==> src/rtl/frame_pkg.sv <==
// Shared frame definitions for the serial transmit scheduler and the receive-side aligner.
package frame_pkg;

  typedef enum logic [2:0] {
    IDLE,
    PREAMBLE,
    SYNC,
    HEADER,
    PAYLOAD
  } frame_state_t;

  localparam int DEF_ZERO_LEN    = 160;
  localparam int DEF_SYNC_LEN    = 8;
  localparam int DEF_PAYLOAD_LEN = 1024;

  function automatic int max3(input int a, input int b, input int c);
    int m;
    m = (a > b) ? a : b;
    return (m > c) ? m : c;
  endfunction

  // Header width: max(1, clog2(n)).
  function automatic int id_width(input int n);
    return (n > 2) ? $clog2(n) : 1;
  endfunction

endpackage

==> src/rtl/frame_tx_sched_rr_arbiter.sv <==
// Round-robin requester pick; the pointer moves past the granted source when a frame ends.
module rr_arbiter
  import frame_pkg::*;
#(
  parameter int NUM_SRC = 2,
  parameter int ID_W    = id_width(NUM_SRC)
) (
  input  logic               clk,
  input  logic               reset,
  input  logic [NUM_SRC-1:0] req,
  input  logic [ID_W-1:0]    grant_idx,
  input  logic               advance,
  output logic [NUM_SRC-1:0] pick,
  output logic [ID_W-1:0]    pick_idx
);

  logic [ID_W-1:0]    rr_ptr;
  logic [NUM_SRC-1:0] hi;
  logic [NUM_SRC-1:0] cand;
  logic               found;

  // Requesters at or above the pointer win; otherwise wrap to the lowest requester.
  always_comb begin
    hi = '0;
    for (int s = 0; s < NUM_SRC; s++) begin
      hi[s] = req[s] && (s >= int'(rr_ptr));
    end
    cand     = (|hi) ? hi : req;
    pick     = '0;
    pick_idx = '0;
    found    = 1'b0;
    for (int s = 0; s < NUM_SRC; s++) begin
      if (cand[s] && !found) begin
        found    = 1'b1;
        pick[s]  = 1'b1;
        pick_idx = ID_W'(s);
      end
    end
  end

  always_ff @(posedge clk or negedge reset) begin
    if (!reset) begin
      rr_ptr <= '0;
    end else if (advance) begin
      rr_ptr <= (int'(grant_idx) == NUM_SRC - 1) ? '0 : grant_idx + ID_W'(1);
    end
  end

endmodule

==> src/rtl/frame_tx_sched.sv <==
// Frame scheduler: grants one source per frame and serialises preamble, sync, header and payload.
module frame_tx_sched
  import frame_pkg::*;
#(
  parameter int NUM_SRC     = 2,
  parameter int ZERO_LEN    = DEF_ZERO_LEN,
  parameter int SYNC_LEN    = DEF_SYNC_LEN,
  parameter int PAYLOAD_LEN = DEF_PAYLOAD_LEN
) (
  input  logic               clk,
  input  logic               reset,
  input  logic               enable,
  input  logic [NUM_SRC-1:0] req,
  input  logic [NUM_SRC-1:0] src_bit,
  input  logic [NUM_SRC-1:0] src_valid,
  output logic [NUM_SRC-1:0] src_ready,
  output logic [NUM_SRC-1:0] grant,
  output logic               data_out,
  output logic               frame_active,
  output logic               frame_done,
  output logic               underrun
);

  localparam int ID_W    = id_width(NUM_SRC);
  localparam int MAX_LEN = max3(ZERO_LEN, SYNC_LEN, PAYLOAD_LEN);
  localparam int CNT_W   = (MAX_LEN > 1) ? $clog2(MAX_LEN) : 1;

  frame_state_t       state;
  logic [CNT_W-1:0]   cnt;
  logic [ID_W-1:0]    g_idx;
  logic [ID_W-1:0]    hdr_sr;
  logic [ID_W-1:0]    pick_idx;
  logic [NUM_SRC-1:0] pick;
  logic               start;
  logic               last_bit;
  logic               cur_bit;
  logic               cur_valid;

  // The frame_done cycle is forced idle so back-to-back frames keep one zero bit between them.
  assign start     = enable && (|req) && !frame_done;
  assign last_bit  = (state == PAYLOAD) && (cnt == CNT_W'(PAYLOAD_LEN - 1));
  assign cur_bit   = |(src_bit & grant);
  assign cur_valid = |(src_valid & grant);
  assign src_ready = (state == PAYLOAD) ? grant : '0;

  rr_arbiter #(
    .NUM_SRC(NUM_SRC),
    .ID_W   (ID_W)
  ) u_arb (
    .clk      (clk),
    .reset    (reset),
    .req      (req),
    .grant_idx(g_idx),
    .advance  (last_bit),
    .pick     (pick),
    .pick_idx (pick_idx)
  );

  always_ff @(posedge clk or negedge reset) begin
    if (!reset) begin
      state        <= IDLE;
      cnt          <= '0;
      grant        <= '0;
      g_idx        <= '0;
      hdr_sr       <= '0;
      data_out     <= 1'b0;
      frame_active <= 1'b0;
      frame_done   <= 1'b0;
      underrun     <= 1'b0;
    end else begin
      frame_done   <= 1'b0;
      underrun     <= 1'b0;
      frame_active <= 1'b1;
      cnt          <= cnt + CNT_W'(1);
      case (state)
        IDLE: begin
          data_out     <= 1'b0;
          cnt          <= '0;
          frame_active <= start;
          if (start) begin
            grant  <= pick;
            g_idx  <= pick_idx;
            hdr_sr <= pick_idx;
            state  <= PREAMBLE;
          end
        end
        PREAMBLE: begin
          // The arbitration edge already loaded preamble bit 0, so this state is one bit short.
          data_out <= 1'b0;
          if (cnt == CNT_W'(ZERO_LEN - 2)) begin
            state <= SYNC;
            cnt   <= '0;
          end
        end
        SYNC: begin
          data_out <= 1'b1;
          if (cnt == CNT_W'(SYNC_LEN - 1)) begin
            state <= HEADER;
            cnt   <= '0;
          end
        end
        HEADER: begin
          data_out <= hdr_sr[ID_W-1];
          hdr_sr   <= hdr_sr << 1;
          if (cnt == CNT_W'(ID_W - 1)) begin
            state <= PAYLOAD;
            cnt   <= '0;
          end
        end
        PAYLOAD: begin
          data_out <= cur_valid & cur_bit;
          underrun <= !cur_valid;
          if (last_bit) begin
            state      <= IDLE;
            cnt        <= '0;
            frame_done <= 1'b1;
            grant      <= '0;
          end
        end
        default: begin
          state <= IDLE;
          cnt   <= '0;
        end
      endcase
    end
  end

endmodule
==> config.mk <==
export PLATFORM = sky130hd
export DESIGN_NAME = frame_tx_sched
export DESIGN_NICKNAME = d
export VERILOG_FILES = /design/src/rtl/frame_pkg.sv /design/src/rtl/frame_tx_sched_rr_arbiter.sv /design/src/rtl/frame_tx_sched.sv
export SDC_FILE = /design/constraint.sdc
export NUM_CORES = 1
export LEC_CHECK = 0
export CAP_MARGIN = 20
export CORE_MARGIN = 4
export CORE_UTILIZATION = 35
export CTS_CLUSTER_SIZE = 40
export DETAILED_ROUTE_END_ITERATION = 8
export PLACE_DENSITY = 0.68
export SKIP_LAST_GASP = 1
export SLEW_MARGIN = 20
export SYNTH_ARGS = -nofsm -noshare
export SYNTH_HDL_FRONTEND = slang
export SYNTH_SLANG_ARGS = --single-unit
export TNS_END_PERCENT = 20
==> constraint.sdc <==
create_clock -name clk -period 1.6 [get_ports clk]
set_clock_uncertainty 0.1 [all_clocks]
set_input_delay 0.4 -clock clk [delete_from_list [all_inputs] [get_ports clk]]
set_output_delay 0.4 -clock clk [all_outputs]
set_load 0.02 [all_outputs]
==> metrics.log, run 1 <==
[metrics] outcome: complete, but fails checks
[metrics] violations in the final reports: setup timing
[metrics] num rows: 20
[metrics] max-capacitance violation count: 0
[metrics] initial cell density of the core: 0.375
[metrics] Detailed Place HPWL: around 2100 um
[metrics] post-layout net count: 185
[metrics] fin crit share: 1.14
[metrics] crit path capture type: primary output
[metrics] clock tree sinks: 22
[metrics] buffer type at the clock tree root: clkbuf_4
[metrics] kind of cell adding the most delay to the critical path: buffers and inverters
[metrics] initial antenna violation count: 0
[metrics] maximum number of buffers from clock root to sink: 2
[metrics] measured slew at the worst slew-check pin: roughly 0.33 ns
[metrics] total power: between 0.001 and 0.0015 W
[metrics] wire length reported by the detailed router: around 2800 um
[metrics] commonest register cell after synthesis: dfrtp_1
[metrics] aggregate global routing overflow: 0
[metrics] ratio of cells with drive above 1 in the final layout: 0.343
[metrics] synthesized area per cell: around 10 sq um
[metrics] wire length of the first global-routing pass: between 4000 and 5000 um
[metrics] cts bufs inserted: 3
[metrics] number of input and output port buffers inserted: 16
[metrics] number of antenna cells inserted: 0
[metrics] die span in x: around 66 um
[metrics] most frequent standard cell in the layout excluding fill and tap cells: buf_4
[metrics] type of element launching the critical path: flop
[metrics] TritonCTS clock tree: yes
[metrics] post-CTS clock slew at the launch and capture registers of the worst setup and hold paths: between 0.1 and 0.15 ns
[metrics] number of flops mapped to enable cells by yosys: 0
[metrics] delay of the slowest cell on the worst path: approximately 0.61 ns
[metrics] worst path required time: approximately 1.1 ns
[metrics] synth warn: 0
[metrics] number of placed I/O pins: 17
[metrics] non-filler cells in the finished layout: around 220
[metrics] cells traversed along the worst timing path: clkdlybuf4s50_1
[metrics] RSZ-0062 raised after global routing: true
[metrics] setup ws final: -0.220 ns
[metrics] number of max-slew violations in the final report: 0
[metrics] setup-violating endpoint count in the final report: 20
[metrics] Total Die Area: 4380 sq um
[metrics] Syn Nets: between 100 and 150
[metrics] cell at the slowest stage of the critical path: clkdlybuf4s50_1
[metrics] static leakage: 0.857 nW
[metrics] Tot GR Track Use: 0.148
[metrics] total vias in the final route: between 1000 and 1500
[metrics] headroom to the max-slew limit: 0.777
[metrics] Final GP Congestion: roughly 0.8
[metrics] maximum operating frequency: about 550 MHz
[metrics] final hold violation count: 0
[metrics] largest net degree at the start of global routing: 23
[metrics] average vias per placed instance: between 4 and 5
[metrics] remaining antenna violation count after routing: 0
[metrics] number of unique standard cell types used by synthesis: 38
[metrics] fillcell total: roughly 290
[metrics] synthesized cell area: between 1000 and 1500 sq um
[metrics] critical setup path kind: reg2out
[metrics] number of global-route vias before repair: between 1000 and 1500
[metrics] Bufs and invs on worst path: 1
[metrics] vertical die dimension: 66.2 um
[metrics] most frequent cells in the layout: buf_4 (37), dfrtp_1 (22), clkdlybuf4s50_1 (12)
[metrics] synthesized instance count: roughly 120
[metrics] Max H-tree Level: 1
[metrics] Hold WC Path Type: in2async
[metrics] core area: ~3200 sq um
[metrics] number of search-and-repair iterations in the first detailed-routing pass: 4
[metrics] synthesis-to-layout area growth: 50.3%
[metrics] initial drt markers: 21
[metrics] VDD IR-drop max: roughly 0.46 mV
[metrics] post-DR wirelength/cell: between 10 and 15 um
[metrics] endpoint arrival time on the critical path: around 1.3 ns
[metrics] fraction of the yosys area taken by sequential cells: 0.465
[metrics] PD cells: 585 nW/um^2
[metrics] Critical Path Fanout Max: 2
[metrics] share of flip-flops with an asynchronous set or reset after synthesis: 1.00
[metrics] Seq cells post-synth: 22
[metrics] # placed instances: approximately 200
[metrics] clock latency at the later pin of the worst-skew pair: roughly 0.32 ns
[metrics] Fin Setup TNS: -2.93 ns
[metrics] count of unresolved DRC violations after routing: 0
[metrics] time the final worst path needs with I/O delays and setup: about 1.8 ns
==> logic make-up (layout without fill, tap and decap cells) <==
group | Yosys count | after routing | share of synthesized area
compound gates | 20 | 20 | 0.153
xor+xnor | 9 | 9 | 0.0666
fa+ha+maj | 3 | 3 | 0.0317
buf+inv | 10 | 66 | 0.0370
flops | 22 | 22 | 0.465
mux | 1 | 1 | 0.00846
simple gates | 51 | 51 | 0.238
==> where the power goes <==
group / leakage (nW) / internal, W / switching, W
Sequential: 0.277 / 0.000556 / 0
Combinational: 0.552 / 0.0000247 / 0.0000217
Clock: 0.0279 / 0.000254 / 0.000185
Total: 0.857 / 0.000834 / 0.000207
==> state kept, by name (all words and copies together), names as in the netlist <==
register and cells:
frame_active 1, hdr_sr 1, underrun 1, u_arb.rr_ptr 1, state 3, g_idx 1, grant 2, frame_done 1
data_out 1, cnt 10
==> area by class of cell <==
cell class                 count  area [sq um]  share of cell area
tap                           44          55.1              0.0309
multi-input combinational     84           637               0.358
timing repair buffer          55           458               0.257
clock inverter                 1          30.0              0.0169
sequential                    22           551               0.309
inverter                       7          26.3              0.0148
clock buffer                   3          22.5              0.0127
==> synth_stat cells, types with 2 or more instances <==
master	count	share of area
and2_1	2	0.011
and3b_1	2	0.015
and4_1	3	0.022
dfrtp_1	22	0.47
ha_1	3	0.032
inv_1	7	0.022
nand2_1	11	0.035
nand3_1	10	0.042
nand4_1	2	0.011
nor2_1	11	0.035
nor2b_1	2	0.011
nor3_1	3	0.013
o211ai_1	2	0.013
o21ai_0	4	0.017
or3b_2	2	0.015
xnor2_1	5	0.037
xor2_1	4	0.030
==> final timing paths <==
| path | slack [ns] | depth (start not counted) | to | from |
|---|---|---|---|---|
| max | -0.22 | 1 | data_out | data_out |
| min | 0.30 | 2 | state[2] | reset |
| max reg2reg | -0.16 | 6 | cnt[5] | cnt[5] |
| min reg2reg | 0.38 | 1 | u_arb.rr_ptr | g_idx |
| max in group asynchronous | 0.86 | 2 | cnt[5] | reset |
| min in group clk | 0.38 | 1 | u_arb.rr_ptr | g_idx |
==> worst register-to-register path, delay by kind of cell, from the launching register on <==
family                 cells  cell delay, ns
buffers and inverters      2            0.37
AO/OA/AOI/OAI              2            0.38
AND/OR/NAND/NOR            2            0.39
flip-flops                 1            0.43
==> layer usage <==
layer	share of wire	vias up	track usage
li1	-	526	-
met1	0.44	506	0.174
met2	0.53	10	0.260
met3	0.0088	6	0.0119
met4	0.023	0	0.0888
met5	0	-	0
==> metrics by stage <==
| step | area (sq um) | hold slack, ns | setup slack, ns | util |
|---|---|---|---|---|
| 2_1_floorplan | 1190 | 0.00441 | -0.0872 | - |
| 5_1_grt | 1780 | 0.306 | -0.275 | 0.564 |
| 3_3_place_gp | 1610 | 0.354 | -0.298 | 0.511 |
| 3_5_place_dp | 1610 | 0.359 | -0.341 | 0.511 |
| 6_report | 1780 | 0.302 | -0.220 | 0.564 |
| 4_1_cts | 1770 | 0.312 | -0.273 | 0.562 |
==> repair_timing <==
action,CTS,global route
resized for setup,18,5
pin swaps,4,7
endpoints found under the setup margin,25,27
setup buffers,9,4
hold buffers,0,0
Note: power is estimated with default switching activity, not from simulation.
==> inputs of run 2 (changes only) <==
--- a/config.mk
+++ b/config.mk
@@ -6,11 +6,13 @@
 export NUM_CORES = 1
 export LEC_CHECK = 0
 export CAP_MARGIN = 20
+export CELL_PAD_IN_SITES_DETAIL_PLACEMENT = 1
+export CELL_PAD_IN_SITES_GLOBAL_PLACEMENT = 2
 export CORE_MARGIN = 4
-export CORE_UTILIZATION = 35
+export CORE_UTILIZATION = 30
 export CTS_CLUSTER_SIZE = 40
 export DETAILED_ROUTE_END_ITERATION = 8
-export PLACE_DENSITY = 0.68
+export PLACE_DENSITY = 0.84
 export SKIP_LAST_GASP = 1
 export SLEW_MARGIN = 20
 export SYNTH_ARGS = -nofsm -noshare
==> metrics.log, run 2 (synthesis results as in run 1) <==
[metrics] Bufs and invs on worst path: 1 (unchanged)
[metrics] clock latency at the later pin of the worst-skew pair: 0.27 ns (was 0.32 ns)
[metrics] kind of cell adding the most delay to the critical path: buffers and inverters (unchanged)
[metrics] crit path capture type: primary output (unchanged)
[metrics] initial cell density of the core: 0.316 (was 0.375)
[metrics] PD cells: 570 nW/um^2 (was 585 nW/um^2)
[metrics] most frequent cells in the layout: buf_4 (31), dfrtp_1 (22), clkdlybuf4s50_1 (13) (was buf_4 (37), dfrtp_1 (22), clkdlybuf4s50_1 (12))
[metrics] measured slew at the worst slew-check pin: 0.351 ns (was 0.332 ns)
[metrics] vertical die dimension: 70.8 um (was 66.2 um)
[metrics] VDD IR-drop max: 0.332 mV (was 0.463 mV)
[metrics] max-capacitance violation count: 0 (unchanged)
[metrics] total power: 0.00102 W (was 0.00104 W)
[metrics] Largest register FFs: 10 (unchanged)
[metrics] violations in the final reports: setup timing (unchanged)
[metrics] post-DR wirelength/cell: 14.2 um (was 13.2 um)
[metrics] number of input and output port buffers inserted: 16 (unchanged)
[metrics] number of placed I/O pins: 17 (unchanged)
[metrics] fillcell total: 434 (was 289)
[metrics] number of search-and-repair iterations in the first detailed-routing pass: 4 (unchanged)
[metrics] setup slack of the worst register-to-register path: -0.17 ns (was -0.16 ns)
[metrics] fin crit share: 1.12 (was 1.14)
[metrics] cts bufs inserted: 3 (unchanged)
[metrics] aggregate global routing overflow: 0 (unchanged)
[metrics] TritonCTS clock tree: yes (unchanged)
[metrics] Regs by FF count: cnt x10, state x3, grant x2 (unchanged)
[metrics] hold_buf cts: 0 (unchanged)
[metrics] endpoint arrival time on the critical path: 1.28 ns (was 1.32 ns)
[metrics] buffer type at the clock tree root: clkbuf_8 (was clkbuf_4)
[metrics] critical setup path kind: reg2out (unchanged)
[metrics] type of element launching the critical path: flop (unchanged)
[metrics] worst path required time: 1.10 ns (about the same)
[metrics] number of global-route vias before repair: 1105 (was 1150)
[metrics] Final GP Congestion: 0.769 (was 0.803)
[metrics] final hold violation count: 0 (unchanged)
[metrics] Max H-tree Level: 1 (unchanged)
[metrics] largest reg by FF count: cnt (unchanged)
[metrics] total vias in the final route: 1053 (was 1048)
[metrics] cells traversed along the worst timing path: clkdlybuf4s50_1 (unchanged)
[metrics] non-filler cells in the finished layout: 216 (unchanged)
[metrics] # placed instances: 205 (was 202)
[metrics] initial antenna violation count: 0 (unchanged)
[metrics] maximum operating frequency: 560 MHz (was 550 MHz)
[metrics] static leakage: 0.831 nW (was 0.857 nW)
[metrics] cell at the slowest stage of the critical path: clkdlybuf4s50_1 (unchanged)
[metrics] clock tree sinks: 22 (unchanged)
[metrics] count of unresolved DRC violations after routing: 0 (unchanged)
[metrics] post-layout net count: 181 (was 185)
[metrics] headroom to the max-slew limit: 0.764 (was 0.777)
[metrics] setup-violating endpoint count in the final report: 23 (was 20)
[metrics] Detailed Place HPWL: 2270 um (was 2110 um)
[metrics] remaining antenna violation count after routing: 0 (unchanged)
[metrics] core area: 3740 sq um (was 3150 sq um)
[metrics] RSZ-0062 raised after global routing: true (unchanged)
[metrics] worst reg2reg path startpoint: cnt[6] (was cnt[5])
[metrics] Tot GR Track Use: 0.137 (was 0.148)
[metrics] number of max-slew violations in the final report: 0 (unchanged)
[metrics] Place WS: -0.342 ns (was -0.341 ns)
[metrics] number of antenna cells inserted: 0 (unchanged)
[metrics] wire length reported by the detailed router: 3060 um (was 2840 um)
[metrics] die span in x: 70.8 um (was 66.2 um)
[metrics] post-CTS clock slew at the launch and capture registers of the worst setup and hold paths: 0.08 ns (was 0.14 ns)
[metrics] time the final worst path needs with I/O delays and setup: 1.78 ns (was 1.82 ns)
[metrics] Fin Setup TNS: -2.93 ns (about the same)
[metrics] Critical Path Fanout Max: 4 (was 2)
[metrics] synthesis-to-layout area growth: 50.8% (was 50.3%)
[metrics] maximum number of buffers from clock root to sink: 2 (unchanged)
[metrics] outcome: complete, but fails checks (unchanged)
[metrics] delay of the slowest cell on the worst path: 0.62 ns (was 0.61 ns)
[metrics] initial drt markers: 26 (was 21)
[metrics] Total Die Area: 5010 sq um (was 4380 sq um)
[metrics] num rows: 22 (was 20)
[metrics] most frequent standard cell in the layout excluding fill and tap cells: buf_4 (unchanged)
[metrics] average vias per placed instance: 4.88 (was 4.85)
[metrics] setup ws final: -0.184 ns (was -0.220 ns)
[metrics] largest net degree at the start of global routing: 23 (unchanged)
[metrics] Hold WC Path Type: in2async (unchanged)
[metrics] wire length of the first global-routing pass: 5400 um (was 4990 um)
[metrics] source of the critical timing path: grant[1] (was data_out)
[metrics] ratio of cells with drive above 1 in the final layout: 0.315 (was 0.343)
## run 2: layout make-up
cell class | instances | area (sq um) | area share
Clock buffer | 4 | 55.1 | 0.0308
Inverter | 7 | 26.3 | 0.0147
Multi-Input combinational cell | 84 | 652 | 0.365
Sequential cell | 22 | 551 | 0.308
Tap cell | 48 | 60.1 | 0.0336
Timing Repair Buffer | 51 | 442 | 0.247
## run 2: final timing paths
path                           endpoint  depth (start not counted)
max                            grant[1]                          1
min                          frame_done                          2
max reg2reg                      cnt[3]                          5
min reg2reg                u_arb.rr_ptr                          1
max in group asynchronous        cnt[9]                          2
min in group clk           u_arb.rr_ptr                          1
## run 2: through the flow
stage	util	cell area (sq um)	hold slack (ns)
after floorplan	-	1190	0.00441
after CTS	0.467	1750	0.369
after global routing	0.477	1790	0.389
after detailed placement	0.429	1610	0.375
final	0.477	1790	0.365
after global placement	0.429	1610	0.350
## run 2: repair_timing
item / 4_1_cts / 5_1_grt
pin swaps: 6 / 8
hold endpoints to repair: 0 / 0
buffers inserted: 5 / 5
endpoints found under the setup margin: 25 / 26
gates resized for setup: 17 / 6
cloned: 0 / 0
## run 2: report_power, final
group	total (W)	switching, W	internal [W]
logic	0.0000462	0.0000215	0.0000247
registers	0.000555	0	0.000555
clock network	0.000417	0.000196	0.000220
## run 2: metal layers
layer / up-vias / share of wire / GRT usage
li1: 519 / - / -
met1: 516 / 0.45 / 0.165
met2: 13 / 0.50 / 0.232
met3: 5 / 0.026 / 0.0241
met4: 0 / 0.023 / 0.0689
met5: - / 0 / 0
==> inputs of run 3 (changes only) <==
--- a/config.mk
+++ b/config.mk
@@ -14,7 +14,6 @@
 export DETAILED_ROUTE_END_ITERATION = 8
 export PLACE_DENSITY = 0.84
 export SKIP_LAST_GASP = 1
-export SLEW_MARGIN = 20
 export SYNTH_ARGS = -nofsm -noshare
 export SYNTH_HDL_FRONTEND = slang
 export SYNTH_SLANG_ARGS = --single-unit
==> results of run 3 <==
Final layout, timing and power as in run 2 (identical DEF).
